$ cat config.mk
export PLATFORM = sky130hd
export DESIGN_NAME = iterative_divider
export DESIGN_NICKNAME = d
export VERILOG_FILES = /design/src/rtl/iterative_divider_pkg.sv /design/src/rtl/divider_step.sv /design/src/rtl/iterative_divider.sv
export SDC_FILE = /design/constraint.sdc
export NUM_CORES = 1
export LEC_CHECK = 0
export ABC_CLOCK_PERIOD_IN_PS = 11300
export CORE_MARGIN = 2
export CORE_UTILIZATION = 40
export DETAILED_ROUTE_END_ITERATION = 10
export SLEW_MARGIN = 15
export SYNTH_ARGS = -nofsm -noshare
export SYNTH_HDL_FRONTEND = slang
export SYNTH_SLANG_ARGS = --single-unit
$ cat constraint.sdc
create_clock -name clk -period 11.3 [get_ports clk]
set_input_delay 2.26 -clock clk [delete_from_list [all_inputs] [get_ports clk]]
set_output_delay 2.26 -clock clk [all_outputs]
set_load 0.05 [all_outputs]
$ cat src/rtl/iterative_divider_pkg.sv
// -----------------------------------------------------------------------------
// iterative_divider_pkg
//   Shared definitions for the multi-cycle RISC-V M-extension divide unit:
//   - funct codes selecting DIV / DIVU / REM / REMU
//   - 2-bit FSM state encoding (IDLE, RUN, FIX, DONE)
//   - small decode helpers for the funct field
// -----------------------------------------------------------------------------
package iterative_divider_pkg;

  // funct[1] selects remainder (1) vs quotient (0);
  // funct[0] selects unsigned (1) vs signed (0).
  localparam logic [1:0] DIV_OP_DIV  = 2'b00;
  localparam logic [1:0] DIV_OP_DIVU = 2'b01;
  localparam logic [1:0] DIV_OP_REM  = 2'b10;
  localparam logic [1:0] DIV_OP_REMU = 2'b11;

  typedef enum logic [1:0] {
    ST_IDLE = 2'd0,
    ST_RUN  = 2'd1,
    ST_FIX  = 2'd2,
    ST_DONE = 2'd3
  } div_state_e;

  function automatic logic op_is_signed(input logic [1:0] f);
    return ~f[0];
  endfunction

  function automatic logic op_is_rem(input logic [1:0] f);
    return f[1];
  endfunction

endpackage

$ cat src/rtl/divider_step.sv
// -----------------------------------------------------------------------------
// divider_step
//   One combinational restoring-division iteration.
//   Ports:
//     rem_in       partial remainder entering this step (WORDSIZE bits)
//     dividend_bit next dividend bit shifted into the remainder
//     divisor_mag  divisor magnitude (unsigned)
//     rem_out      partial remainder after the trial subtraction
//     quo_bit      quotient bit produced by this step
// -----------------------------------------------------------------------------
module divider_step #(
  parameter int WORDSIZE = 64
) (
  input  logic [WORDSIZE-1:0] rem_in,
  input  logic                dividend_bit,
  input  logic [WORDSIZE-1:0] divisor_mag,
  output logic [WORDSIZE-1:0] rem_out,
  output logic                quo_bit
);

  // The shifted remainder can exceed WORDSIZE bits when the divisor magnitude
  // is above 2^(WORDSIZE-1), so it is kept one bit wider.
  logic [WORDSIZE:0] shifted;
  logic [WORDSIZE:0] diff;
  logic              ge;

  always_comb begin
    shifted = {rem_in, dividend_bit};
    diff    = shifted - {1'b0, divisor_mag};
    // With shifted[W] clear both operands are below 2^W, so diff[W] is the
    // borrow. With shifted[W] set the shifted value always exceeds the divisor.
    ge      = shifted[WORDSIZE] | ~diff[WORDSIZE];
    quo_bit = ge;
    rem_out = ge ? diff[WORDSIZE-1:0] : shifted[WORDSIZE-1:0];
  end

endmodule

$ cat src/rtl/iterative_divider.sv
// -----------------------------------------------------------------------------
// iterative_divider
//   Multi-cycle restoring divider for RISC-V DIV/DIVU/REM/REMU. One quotient
//   bit per cycle; operands are converted to magnitudes on start and the sign
//   is restored in a dedicated FIX cycle.
//   Ports:
//     clk, reset  rising-edge clock, asynchronous active-high reset
//     start       request; only accepted in IDLE
//     funct       00=DIV 01=DIVU 10=REM 11=REMU
//     dividend    rs1, sampled with an accepted start
//     divisor     rs2, sampled with an accepted start
//     busy        high in RUN, FIX and DONE
//     done        one-cycle pulse in DONE; result valid
//     result      quotient or remainder, held until the next load
//   Handshake: start is a request qualified by ~busy; it is accepted only on
//   an edge where the unit is IDLE, and done is the single-cycle completion
//   strobe for that request. Requests while busy are dropped, not queued.
// -----------------------------------------------------------------------------
module iterative_divider
  import iterative_divider_pkg::*;
#(
  parameter int WORDSIZE = 64
) (
  input  logic                clk,
  input  logic                reset,
  input  logic                start,
  input  logic [1:0]          funct,
  input  logic [WORDSIZE-1:0] dividend,
  input  logic [WORDSIZE-1:0] divisor,
  output logic                busy,
  output logic                done,
  output logic [WORDSIZE-1:0] result
);

  localparam int CW = $clog2(WORDSIZE + 1);
  localparam logic [CW-1:0]       CNT_INIT = CW'(WORDSIZE);
  localparam logic [CW-1:0]       CNT_LAST = CW'(1);
  localparam logic [WORDSIZE-1:0] MOST_NEG = {1'b1, {(WORDSIZE-1){1'b0}}};
  localparam logic [WORDSIZE-1:0] ALL_ONES = {WORDSIZE{1'b1}};

  div_state_e state_q, state_d;

  logic [CW-1:0]       cnt_q;
  logic [WORDSIZE-1:0] rem_q;
  logic [WORDSIZE-1:0] quo_q;
  logic [WORDSIZE-1:0] dvs_q;
  logic                rem_sel_q;
  logic                dvd_neg_q;
  logic                dvs_neg_q;
  logic [WORDSIZE-1:0] result_q;

  // ---------------------------------------------------------------------------
  // Operand decode on the input buses (only meaningful when start is taken)
  // ---------------------------------------------------------------------------
  logic                in_signed;
  logic                in_dvd_neg;
  logic                in_dvs_neg;
  logic [WORDSIZE-1:0] in_dvd_mag;
  logic [WORDSIZE-1:0] in_dvs_mag;
  logic                in_div_zero;
  logic                in_overflow;
  logic                in_special;
  logic [WORDSIZE-1:0] in_special_result;

  always_comb begin
    in_signed   = op_is_signed(funct);
    in_dvd_neg  = in_signed & dividend[WORDSIZE-1];
    in_dvs_neg  = in_signed & divisor[WORDSIZE-1];
    // Negating the most negative value yields the same bit pattern, which is
    // exactly its magnitude when read as unsigned.
    in_dvd_mag  = in_dvd_neg ? -dividend : dividend;
    in_dvs_mag  = in_dvs_neg ? -divisor  : divisor;
    in_div_zero = (divisor == '0);
    in_overflow = in_signed & (dividend == MOST_NEG) & (divisor == ALL_ONES);
    in_special  = in_div_zero | in_overflow;

    in_special_result = '0;
    if (in_div_zero) begin
      in_special_result = op_is_rem(funct) ? dividend : ALL_ONES;
    end else if (in_overflow) begin
      in_special_result = op_is_rem(funct) ? '0 : dividend;
    end
  end

  // ---------------------------------------------------------------------------
  // Restoring iteration
  // ---------------------------------------------------------------------------
  logic [WORDSIZE-1:0] step_rem;
  logic                step_bit;

  divider_step #(
    .WORDSIZE (WORDSIZE)
  ) u_step (
    .rem_in       (rem_q),
    .dividend_bit (quo_q[WORDSIZE-1]),
    .divisor_mag  (dvs_q),
    .rem_out      (step_rem),
    .quo_bit      (step_bit)
  );

  // ---------------------------------------------------------------------------
  // Sign correction applied in FIX. For unsigned ops both flags are clear.
  // ---------------------------------------------------------------------------
  logic [WORDSIZE-1:0] quo_fixed;
  logic [WORDSIZE-1:0] rem_fixed;
  logic [WORDSIZE-1:0] fixed_result;

  always_comb begin
    quo_fixed    = (dvd_neg_q ^ dvs_neg_q) ? -quo_q : quo_q;
    rem_fixed    = dvd_neg_q ? -rem_q : rem_q;
    fixed_result = rem_sel_q ? rem_fixed : quo_fixed;
  end

  // ---------------------------------------------------------------------------
  // FSM
  // ---------------------------------------------------------------------------
  always_ff @(posedge clk or posedge reset) begin
    if (reset) begin
      state_q <= ST_IDLE;
    end else begin
      state_q <= state_d;
    end
  end

  always_comb begin
    state_d = state_q;
    unique case (state_q)
      ST_IDLE: begin
        if (start) begin
          state_d = in_special ? ST_DONE : ST_RUN;
        end
      end
      ST_RUN: begin
        if (cnt_q == CNT_LAST) begin
          state_d = ST_FIX;
        end
      end
      ST_FIX:  state_d = ST_DONE;
      ST_DONE: state_d = ST_IDLE;
      default: state_d = ST_IDLE;
    endcase
  end

  // ---------------------------------------------------------------------------
  // Datapath registers
  // ---------------------------------------------------------------------------
  always_ff @(posedge clk or posedge reset) begin
    if (reset) begin
      cnt_q     <= '0;
      rem_q     <= '0;
      quo_q     <= '0;
      dvs_q     <= '0;
      rem_sel_q <= 1'b0;
      dvd_neg_q <= 1'b0;
      dvs_neg_q <= 1'b0;
      result_q  <= '0;
    end else begin
      unique case (state_q)
        ST_IDLE: begin
          if (start) begin
            rem_sel_q <= op_is_rem(funct);
            dvd_neg_q <= in_dvd_neg;
            dvs_neg_q <= in_dvs_neg;
            rem_q     <= '0;
            // The quotient register starts out holding the dividend; its MSB
            // feeds each step and the freed LSB receives the quotient bit.
            quo_q     <= in_dvd_mag;
            dvs_q     <= in_dvs_mag;
            cnt_q     <= CNT_INIT;
            if (in_special) begin
              result_q <= in_special_result;
            end
          end
        end
        ST_RUN: begin
          rem_q <= step_rem;
          quo_q <= {quo_q[WORDSIZE-2:0], step_bit};
          cnt_q <= cnt_q - CNT_LAST;
        end
        ST_FIX: begin
          result_q <= fixed_result;
        end
        default: begin
        end
      endcase
    end
  end

  assign busy   = (state_q != ST_IDLE);
  assign done   = (state_q == ST_DONE);
  assign result = result_q;

endmodule

==> impl_metrics.ini, run 1 <==
[global_routing]
grt_antenna_before_repair = 1
grt_pass1_wl_um = 114000
track_usage_pct = 25.6
grt_max_degree = 124
grt_pass1_vias = 19500
grt_overflow = 0

[finish]
syn2layout_area_growth_pct = 16.7
layout-drive-gt1-share_pct = 4.72
diodes = 0
finish.utilization_pct = 47.0
nNetsFinal = 3109
fin_area_um2 = 25200
final_cells = 3620

[critical_path]
crit_type = in -> reg
max_stage_delay_ns = 0.97
cp.arrival_ns = 7.52
r2r_start = quo_q[63]$_DFFE_PP0P_
worstSetupStartpointType = primary input
endpoint_kind = flop
slowest_stage = and2_1
cp_cell_sequence = clkdlybuf4s50_1 -> or4_1 -> nor4_1 -> nand4bb_1 -> nor3_1 -> a31o_2 -> and2_1 -> o21ai_0 -> a31oi_1
required_ns = 11.77
cp_max_fo = 31
crit_start = divisor[7]

[sta]
hold_viol = 0
relSlewSlack_pct = 23.3
tns_ns = 0
setup_violations = 0
fin_hold_ws_ns = 0.476
fmax_mhz = 142
maxSlewViolCount = 0
fin_crit_sh_pct = 62.4
min_period_ns = 7.05
rsz0062_at_grt = false
tightest_slew_ns = 1.15
clock_skew_ns = 0.0248

[clock_tree]
cts_hold_buf = 0
clock_path_buffers = 3
numCtsBuffers = 35
cts_tree = done
ctsRootBufferMaster = clkbuf_16
clk_pin_slew_ns = 0.06
clock-sinks = 268
cts_setup_buffers = 0
cts_resized = 0
clkLatencyLatePin_ns = 0.57
htree_levels = 2

[power]
p_per_area_nw_per_um2 = 328
ir_worst_vdd_v = 0.000166
leakage_nw = 10.3

[drt]
vias = 21000
first_pass_iters = 6
drc = 0
vias_per_cell = 5.79
antenna_left = 0
finalWirelength_um = 73600
drt_iter0_drc = 1768
routedWlPerCell_um = 20.3

[synth]
synth_cell_types = 83
ys_ff_latch = 268
synth-main-ff-cell = dfrtp_1
yosys_warnings = 0
avgSynthCellArea_um2 = 7.65
yosysSeqAreaShare_pct = 31.0
syn-num-nets = 3033
synth_area_um2 = 21600
async_reset_ff_share_pct = 100
synth-edff-count = 0
synthCells = 2824

[floorplan]
coreArea_um2 = 53600
fp-row-count = 85
fp.dieH_um = 236
start_util_pct = 40.3
fp.dieW_um = 236
ios = 199
dieArea_um2 = 55900

[worst_hold_path]
hold_path_class = reg -> reg
hp-start = dvs_q[60]$_DFFE_PP0P_

[placed_design]
place.gp.congestion = 0.910
placed_area_um2 = 24000
hpwl_um = 55300
place_inst = 3559
port_buffers = 198

[run_status]
outcome = finished, final reports clean

[run]
cap_viol_max_count = 0
## stage by stage
| step | total power (W) | setup slack, ns |
|---|---|---|
| after global routing | 0.00894 | 3.95 |
| after global placement | 0.00700 | 4.07 |
| after detailed placement | 0.00706 | 3.86 |
| final | 0.00828 | 4.25 |
| after floorplan | 0.00561 | 1.66 |
| after CTS | 0.00825 | 4.41 |
## worst max-delay path, delay by kind of cell
kind / cells / cell delay (ns)
AOI/OAI and AO/OA: 3 / 1.05
and+or+nand+nor: 5 / 3.67
buffers and inverters: 1 / 0.51
## cells in the mapped netlist (8+ instances only)
master | count | share of area, %
nor2_1 | 271 | 4.7
dfrtp_1 | 268 | 31
inv_1 | 112 | 1.9
buf_1 | 9 | 0.16
clkbuf_1 | 158 | 2.7
nand4_1 | 37 | 1.1
nor2b_1 | 12 | 0.35
a32oi_1 | 13 | 0.53
o21ai_1 | 15 | 0.35
o41ai_1 | 24 | 0.97
o211ai_1 | 39 | 1.4
and2_1 | 13 | 0.38
o22ai_1 | 15 | 0.43
a211oi_1 | 11 | 0.38
nor4_1 | 29 | 0.84
nand3_1 | 18 | 0.42
xnor2_1 | 145 | 5.9
o221ai_1 | 8 | 0.32
o21bai_1 | 12 | 0.42
or2_2 | 14 | 0.41
nand2_1 | 328 | 5.7
ha_1 | 75 | 4.3
a21oi_1 | 265 | 6.1
a31oi_1 | 47 | 1.4
and3_1 | 16 | 0.46
a21o_1 | 33 | 1.1
nand2b_1 | 20 | 0.58
mux2i_1 | 21 | 0.97
o21ai_0 | 357 | 8.3
or3_1 | 51 | 1.5
or4_1 | 26 | 0.90
o31ai_1 | 50 | 1.7
xor2_1 | 156 | 6.3
buf_2 | 12 | 0.28
nor3_1 | 38 | 0.88
## routing by layer
| layer | track usage, % | wire [um] |
|---|---|---|
| met3 | 2.84 | 4520 |
| met4 | 8.38 | 2040 |
| met5 | 0 | 0 |
| met2 | 39.3 | 32000 |
| met1 | 37.6 | 34900 |
## worst paths after layout
check,endpoint,slack [ns],depth (start not counted)
min in group asynchronous,result[18]$_DFFE_PP0P_,2.19,2
worst min-delay path,dvs_q[60]$_DFFE_PP0P_,0.48,2
max in group asynchronous,dvs_q[61]$_DFFE_PP0P_,7.01,4
worst max-delay path,result[7]$_DFFE_PP0P_,4.25,9
worst min register to register,dvs_q[60]$_DFFE_PP0P_,0.48,2
worst max register to register,rem_q[57]$_DFFE_PP0P_,6.24,13
## cells in the final DEF, fill, tap and decap left out, drive strengths merged, types with 47 or more instances in the layout
cell type	n
clkdlybuf4s50	198
o21ai	372
xnor2	145
inv	113
a21oi	265
a31oi	47
ha	75
nand2	328
nor2	272
o31ai	54
xor2	156
dfrtp	268
clkbuf	50
or3	53
## state kept, by name, indices dropped and copies added, names as in the netlist
signal / count
cnt_q: 7
dvd_neg_q: 1
dvs_neg_q: 1
dvs_q: 64
quo_q: 64
rem_q: 64
rem_sel_q: 1
result: 64
state_q: 2
## kinds of logic after synthesis
| kind of cell | share of synthesized area [%] |
|---|---|
| compound gates | 26.2 |
| xor+xnor | 12.2 |
| fa+ha+maj | 4.44 |
| buf+inv | 5.20 |
| flops | 31.0 |
| mux | 1.03 |
| simple gates | 19.9 |
## power breakdown
| part | internal, W | total, W | switching, W |
|---|---|---|---|
| registers | 0.00140 | 0.00193 | 0.000528 |
| clock network | 0.000696 | 0.00116 | 0.000464 |
| logic | 0.00190 | 0.00519 | 0.00329 |
## final cells by class
type / count / area (um^2)
Sequential cell: 268 / 6710
Multi-Input combinational cell: 2263 / 13900
Inverter: 112 / 428
Clock inverter: 11 / 121
Tap cell: 696 / 871
Timing Repair Buffer: 220 / 2150
Clock buffer: 50 / 1050
Fill cell: 5391 / 28400
Note: power is estimated with default switching activity, not from simulation.
==> run 2, diff against run 1 <==
ABC_CLOCK_PERIOD_IN_PS = 5800   (was 11300)
clock period = 5.8 ns   (was 11.3 ns; I/O delays follow)
==> impl_metrics.ini, run 2 (synthesized netlist as in run 1, its figures left out) <==
[run_status]
outcome = finished, final reports clean

[power]
ir_worst_vdd_v = 0.000476
p_per_area_nw_per_um2 = 640
leakage_nw = 10.4

[sta]
min_period_ns = 4.81
fmax_mhz = 208
rsz0062_at_grt = false
tns_ns = 0
setup_violations = 0
tightest_slew_ns = 1.06
hold_viol = 0
maxSlewViolCount = 0
fin_crit_sh_pct = 82.9
relSlewSlack_pct = 29.4
clock_skew_ns = 0.0280
fin_hold_ws_ns = 0.473

[drt]
vias_per_cell = 5.77
finalWirelength_um = 72000
first_pass_iters = 5
drt_iter0_drc = 1770
drc = 0
vias = 21000
routedWlPerCell_um = 19.8
antenna_left = 0

[global_routing]
use_met2_pct = 39.3
grt_max_degree = 164
track_usage_pct = 25.5
grt_overflow = 0
use_met3_pct = 3.69
busiest_layer = met2
use_met1_pct = 36.9
grt_antenna_before_repair = 0
grt_pass1_vias = 19900
grt_pass1_wl_um = 114000

[floorplan]
start_util_pct = 40.3
dieArea_um2 = 55900
fp.dieW_um = 236
ios = 199
fp.dieH_um = 236
fp-row-count = 85
coreArea_um2 = 53600

[placed_design]
place_inst = 3571
hpwl_um = 54700
place.gp.congestion = 0.948
port_buffers = 198

[finish]
final_cells = 3634
finish.utilization_pct = 47.4
final_cell_mix = o21ai_0 (356), nand2_1 (326), nor2_1 (270)
layout-drive-gt1-share_pct = 5.14
nNetsFinal = 3121
seqCellArea_um2 = 6710
syn2layout_area_growth_pct = 17.6
multiInputGateArea_um2 = 13900
fill_cells = 5395
diodes = 0
final_common_cell = o21ai_0

[critical_path]
r2r_start = quo_q[63]$_DFFE_PP0P_
worstSetupStartpointType = primary input
crit_type = in -> reg
max_stage_delay_ns = 0.65
slowest_stage = or4_1
cp.buffers_inverters = 1
cpMostUsedCell = o21ai_1
cp.arrival_ns = 5.29
required_ns = 6.28
crit_family = simple AND/OR/NAND/NOR gates
cp_cell_sequence = clkdlybuf4s50_1 -> or4_1 -> nor4_2 -> nand4_1 -> nor4_4 -> a31oi_1 -> nor2_2 -> o21ai_1 -> a2bb2oi_2 -> o221ai_1 -> o21ai_1
endpoint_kind = flop
crit_start = dividend[11]
cp_max_fo = 13

[clock_tree]
htree_levels = 2
clk_pin_slew_ns = 0.06
clock_path_buffers = 3
cts_hold_buf = 0
cts_resized = 0
clkLatencyLatePin_ns = 0.57
numCtsBuffers = 35
cts_setup_buffers = 0
clock-sinks = 268
ctsRootBufferMaster = clkbuf_16
cts_tree = done

[worst_hold_path]
hp-start = dvs_q[53]$_DFFE_PP0P_
hold_path_class = reg -> reg

[run]
cap_viol_max_count = 0
==> run 2: cell types whose count changed in the layout (fill, tap and decap cells not counted), sizes merged <==
cell    before  now
inv        113  115
clkinv       7    6
clkbuf      50   46
bufinv       2    7
buf         22   34
==> run 2: power breakdown <==
| part | internal [W] | switching (W) |
|---|---|---|
| registers | 0.00273 | 0.000988 |
| clock network | 0.00149 | 0.000897 |
| logic | 0.00374 | 0.00640 |
| total | 0.00796 | 0.00829 |
==> run 2: per-stage QoR <==
step                power [W]  setup WS [ns]  area (um^2)
floorplan              0.0109           1.10        21600
global placement       0.0136          0.603        24200
detailed placement     0.0138          0.447        24200
CTS                    0.0162           1.04        25400
global route           0.0176          0.768        25400
finish                 0.0163          0.989        25400
==> run 2: cell type report <==
type                       count  share of cell area [%]
timing repair buffer         232                    8.96
sequential                   268                    26.4
inverter                     112                    1.67
clock inverter                17                    1.08
multi-input combinational   2263                    54.6
clock buffer                  46                    3.81
tap                          696                    3.43
==> run 2: worst register-to-register path, stage by stage (launching register included) <==
cell      delay, ns
dfrtp_1        0.42
inv_1          0.12
ha_1           0.27
fa_1           0.41
nand2b_1       0.19
a21oi_1        0.24
o21ai_0        0.22
a2111o_1       0.55
a211oi_1       0.63
o21ai_0        0.23
and2_2         0.32
buf_4          0.39
nor2_1         0.27
a21oi_1        0.06
o21ai_0        0.18
==> run 2: final timing paths <==
path / to / slack (ns) / cells after the start
min reg2reg: dvs_q[53]$_DFFE_PP0P_ / 0.47 / 2
max: result[55]$_DFFE_PP0P_ / 0.99 / 11
min: dvs_q[53]$_DFFE_PP0P_ / 0.47 / 2
min in group asynchronous: result[16]$_DFFE_PP0P_ / 1.09 / 3
max in group asynchronous: rem_sel_q$_DFFE_PP0P_ / 3.74 / 3
max reg2reg: rem_q[13]$_DFFE_PP0P_ / 1.17 / 14
==> run 2: metal layers <==
layer	share of wire (%)	vias up	wire length (um)
li1	-	10200	-
met1	47	9915	34200
met2	44	694	31400
met3	6.2	102	4480
met4	2.7	0	1920
met5	0	-	0
==> patch 1, RTL diff (flow settings as in run 1) <==
`WORDSIZE` is set to 64 in 2 places; all go to 32.
--- a/src/rtl/divider_step.sv
+++ b/src/rtl/divider_step.sv
@@ -9,7 +9,7 @@
 //     quo_bit      quotient bit produced by this step
 // -----------------------------------------------------------------------------
 module divider_step #(
-  parameter int WORDSIZE = 64
+  parameter int WORDSIZE = 32
 ) (
   input  logic [WORDSIZE-1:0] rem_in,
   input  logic                dividend_bit,
--- a/src/rtl/iterative_divider.sv
+++ b/src/rtl/iterative_divider.sv
@@ -19,7 +19,7 @@
 module iterative_divider
   import iterative_divider_pkg::*;
 #(
-  parameter int WORDSIZE = 64
+  parameter int WORDSIZE = 32
 ) (
   input  logic                clk,
   input  logic                reset,
Ports: changed (resized dividend, divisor and result); port bits go from 199 to 103. No check against the original RTL was run, so the function may have changed too.
==> patch 1 against run 1 <==
- power shrank 82%
- sequential cell count shrank 129
- first-iteration DRC count fell by 60%
- area after synthesis decreased by 48%
- setup slack gained 1.9 ns
- clock power down 47%
- routed wire length fell by 55%
- maximum frequency rose by 38%
- clock skew decreased by 0.0089 ns
- final area is 48% lower
- largest power group is now clock
==> patch 1: results (changes against run 1) <==
- Synth Area in Compound Gates: 0.240 (-0.0220)
- Hold endpoint: dvs_q[28]
- Post-Place Worst Slack: 5.80 ns (+1.94 ns)
- Fin nets: 1591 (-49%)
- Final hold slack: 0.477 ns (+0.000910 ns)
- VDD IR max: 0.000103 V (-38%)
- Max Buffers Root-to-Sink: 2 (-1)
- Crit path to: result[16]
- CTS buffer count: 17 (-51%)
- DP Area: 12600 um2 (-48%)
- GR Layer Usage met2: 0.372 (-0.0208)
- Cell variety after synth: 73 (-12%)
- WL final: 33300 um (-55%)
- Xor and xnor area share after synthesis: 0.113 (-0.00924)
- WL per Instance: 17.8 um (-12%)
- Placed cells: 1837 (-48%)
- H-tree levels: 4 (+2)
- Initial DRC Count: 704 (-60%)
- Period utilization: 0.453 (-0.170)
- Drt first pass iters: 5 (-1)
- Critical-path cell with the highest stage delay: or4_1
- Post-DP HPWL: 24900 um (-55%)
- Vias in the first global route: 10035 (-49%)
- Outcome: finished, final reports clean
- Leakage: 5.34 nW (-48%)
- Placer Congestion: 0.889 (-2.3%)
- Via density: 5.62 (-3.0%)
- Crit Reg-Reg Startpoint: quo_q[31]
- Synth top area cells: dfrtp_1 (31%), o21ai_0 (7.5%), nand2_1 (6.2%), xnor2_1 (6.0%), xor2_1 (5.3%)
- Worst slew pin tran: 1.18 ns (+0.0286 ns)
- IO buf count: 102 (-48%)
- Worst r2r dst: rem_q[28]
- Met3 routed WL: 1550 um (-66%)
- R2r worst-path depth: 11 (-2)
- Critical path launch point: divisor[6]
- Max stage delay on crit path: 0.64 ns (-0.33 ns)
[patch 1: changes by cell type after synthesis, moves of 50 or more]
cell      before  now
xnor2_1      145   77
o21ai_0      357  169
dfrtp_1      268  139
xor2_1       156   68
clkbuf_1     158   67
inv_1        112   62
nand2_1      328  186
nor2_1       271  120
a21oi_1      265  102
[patch 1: layout make-up]
| cell class | count | share of cell area |
|---|---|---|
| Inverter | 62 | 0.0180 |
| Multi-Input combinational cell | 1143 | 0.550 |
| Clock inverter | 13 | 0.0146 |
| Clock buffer | 18 | 0.0325 |
| Tap cell | 378 | 0.0359 |
| Timing Repair Buffer | 115 | 0.0854 |
| Sequential cell | 139 | 0.264 |
[patch 1: power by group through the flow]
stage | Sequential (mW) | Combinational [mW] | Clock (mW)
2_1_floorplan | 0.543 | 0.269 | 0
6_report | 0.547 | 0.366 | 0.613
4_1_cts | 0.545 | 0.365 | 0.623
3_3_place_gp | 0.555 | 0.361 | 0
3_5_place_dp | 0.555 | 0.363 | 0
5_1_grt | 0.550 | 0.406 | 0.643
==> patch 2, RTL diff (config.mk and constraints of run 1) <==
Made on the original files. Add an input register stage for `dividend`, without a reset; this delays it by one clock. The other inputs are not delayed to match.
--- a/src/rtl/iterative_divider.sv
+++ b/src/rtl/iterative_divider.sv
@@ -38,6 +38,12 @@
   localparam logic [WORDSIZE-1:0] MOST_NEG = {1'b1, {(WORDSIZE-1){1'b0}}};
   localparam logic [WORDSIZE-1:0] ALL_ONES = {WORDSIZE{1'b1}};
 
+  logic [WORDSIZE-1:0] dividend_q;
+
+  always_ff @(posedge clk) begin
+    dividend_q <= dividend;
+  end
+
   div_state_e state_q, state_d;
 
   logic [CW-1:0]       cnt_q;
@@ -64,21 +70,21 @@
 
   always_comb begin
     in_signed   = op_is_signed(funct);
-    in_dvd_neg  = in_signed & dividend[WORDSIZE-1];
+    in_dvd_neg  = in_signed & dividend_q[WORDSIZE-1];
     in_dvs_neg  = in_signed & divisor[WORDSIZE-1];
     // Negating the most negative value yields the same bit pattern, which is
     // exactly its magnitude when read as unsigned.
-    in_dvd_mag  = in_dvd_neg ? -dividend : dividend;
+    in_dvd_mag  = in_dvd_neg ? -dividend_q : dividend_q;
     in_dvs_mag  = in_dvs_neg ? -divisor  : divisor;
     in_div_zero = (divisor == '0);
-    in_overflow = in_signed & (dividend == MOST_NEG) & (divisor == ALL_ONES);
+    in_overflow = in_signed & (dividend_q == MOST_NEG) & (divisor == ALL_ONES);
     in_special  = in_div_zero | in_overflow;
 
     in_special_result = '0;
     if (in_div_zero) begin
-      in_special_result = op_is_rem(funct) ? dividend : ALL_ONES;
+      in_special_result = op_is_rem(funct) ? dividend_q : ALL_ONES;
     end else if (in_overflow) begin
-      in_special_result = op_is_rem(funct) ? '0 : dividend;
+      in_special_result = op_is_rem(funct) ? '0 : dividend_q;
     end
   end
 
Formal check against the unedited RTL: not equivalent (Yosys sat finds a counterexample within 4 cycles, from zero or initial values and one cycle with reset high).
==> patch 2 against run 1 <==
- sequential power grew 19%
- synthesized cell count shrank 3.4%
- setup slack gained 0.53 ns
- routed wire length shrank 0.17%
- area after synthesis grew 2.9%
- final area grew 4.2%
- power grew 12%
- sequential cell count grew 64
- largest power group unchanged
- highest routed layer unchanged
==> patch 2: results (changes against run 1) <==
- Outcome: finished, final reports clean
- Signal inverters: 103 (-8.0%)
- Maximum fanout along the worst path: 91 (+190%)
- #MultiIn Comb: 2137 (-5.6%)
- Post-synth top cells: o21ai_0 (351), nand2_1 (289), dfrtp_1 (268), nor2_1 (235), a21oi_1 (185)
- GR Layer Usage met2: 0.383 (-0.00955)
- Non-clock buffer share: 0.0820 (-0.00315)
- Clock buffers: 57 (+14%)
- Multi-input combinational area share: 0.508 (-0.0420)
- R2r worst-path depth: 15 (+2)
- Synth Area in Compound Gates: 0.251 (-0.0106)
- Clk sinks: 332 (+24%)
- Drt first pass iters: 5 (-1)
- Post-synthesis mux area share: 0.0140 (+0.00371)
- Critical path launch point: divisor[13]
- WL per Instance: 20.3 um (about the same)
- Post-DP HPWL: 53700 um (-2.9%)
- Layout cell share with drive strength beyond 1: 0.0471 (-0.000108)
- Via density: 5.77 (-0.29%)
- Max stage delay on crit path: 0.73 ns (-0.24 ns)
- Fin nets: 3044 (-2.1%)
- Post-Place Worst Slack: 4.28 ns (+0.421 ns)
- Met3 Use GR: 0.0341 (+0.00568)
- Initial DRC Count: 1724 (-2.5%)
- Reg2Reg Setup Slack: 6.44 ns (+0.20 ns)
- Met3 routed WL: 4790 um (+6.0%)
- Async SR Flop Fraction: 0.807 (-0.193)
- Clk cell area share: 0.0547 (+0.00807)
- Critical-path cell with the highest stage delay: buf_4
- Overall Global Routing Usage: 0.252 (-0.00403)
- Worst EP arrival: 7.01 ns (-0.51 ns)
- Leakage: 10.4 nW (+1.3%)
- Fin Clk Skew: 0.0265 ns (+0.00173 ns)
- Synth top area cells: dfrtp_1 (30%), o21ai_0 (7.9%), xor2_1 (6.1%), xnor2_1 (6.0%), dfxtp_1 (5.8%)
patch 2: changes by cell type after synthesis, moves of 14 or more:
cell     before  now
nor2_1      271  235
a22oi_1       6   60
dfxtp_1       0   64
a21oi_1     265  185
or3_1        51   23
nand3_1      18   34
nand2_1     328  289
o21ai_1      15    1
patch 2: stage by stage:
stage	hold WS, ns	area (um2)	instances
6_report	0.478	26300	3615
2_1_floorplan	0.450	22200	2729
3_5_place_dp	0.472	24800	3541
3_3_place_gp	0.463	24800	3541
4_1_cts	0.484	26300	3615
5_1_grt	0.503	26300	3615
patch 2: how the worst max path moves through the flow:
stage                     slack, ns         end  depth (start not counted)
after floorplan                1.66    cnt_q[0]                          1
after global placement         4.34  result[31]                         12
after detailed placement       4.28  result[31]                         12
after CTS                      4.89  result[31]                         12
after global routing           4.43  result[29]                         12
final                          4.78  result[29]                         12
patch 2: where the power goes:
group | total [mW] | switching [mW] | internal, mW
logic | 5.59 | 3.46 | 2.13
clock network | 1.41 | 0.543 | 0.867
registers | 2.30 | 0.621 | 1.68
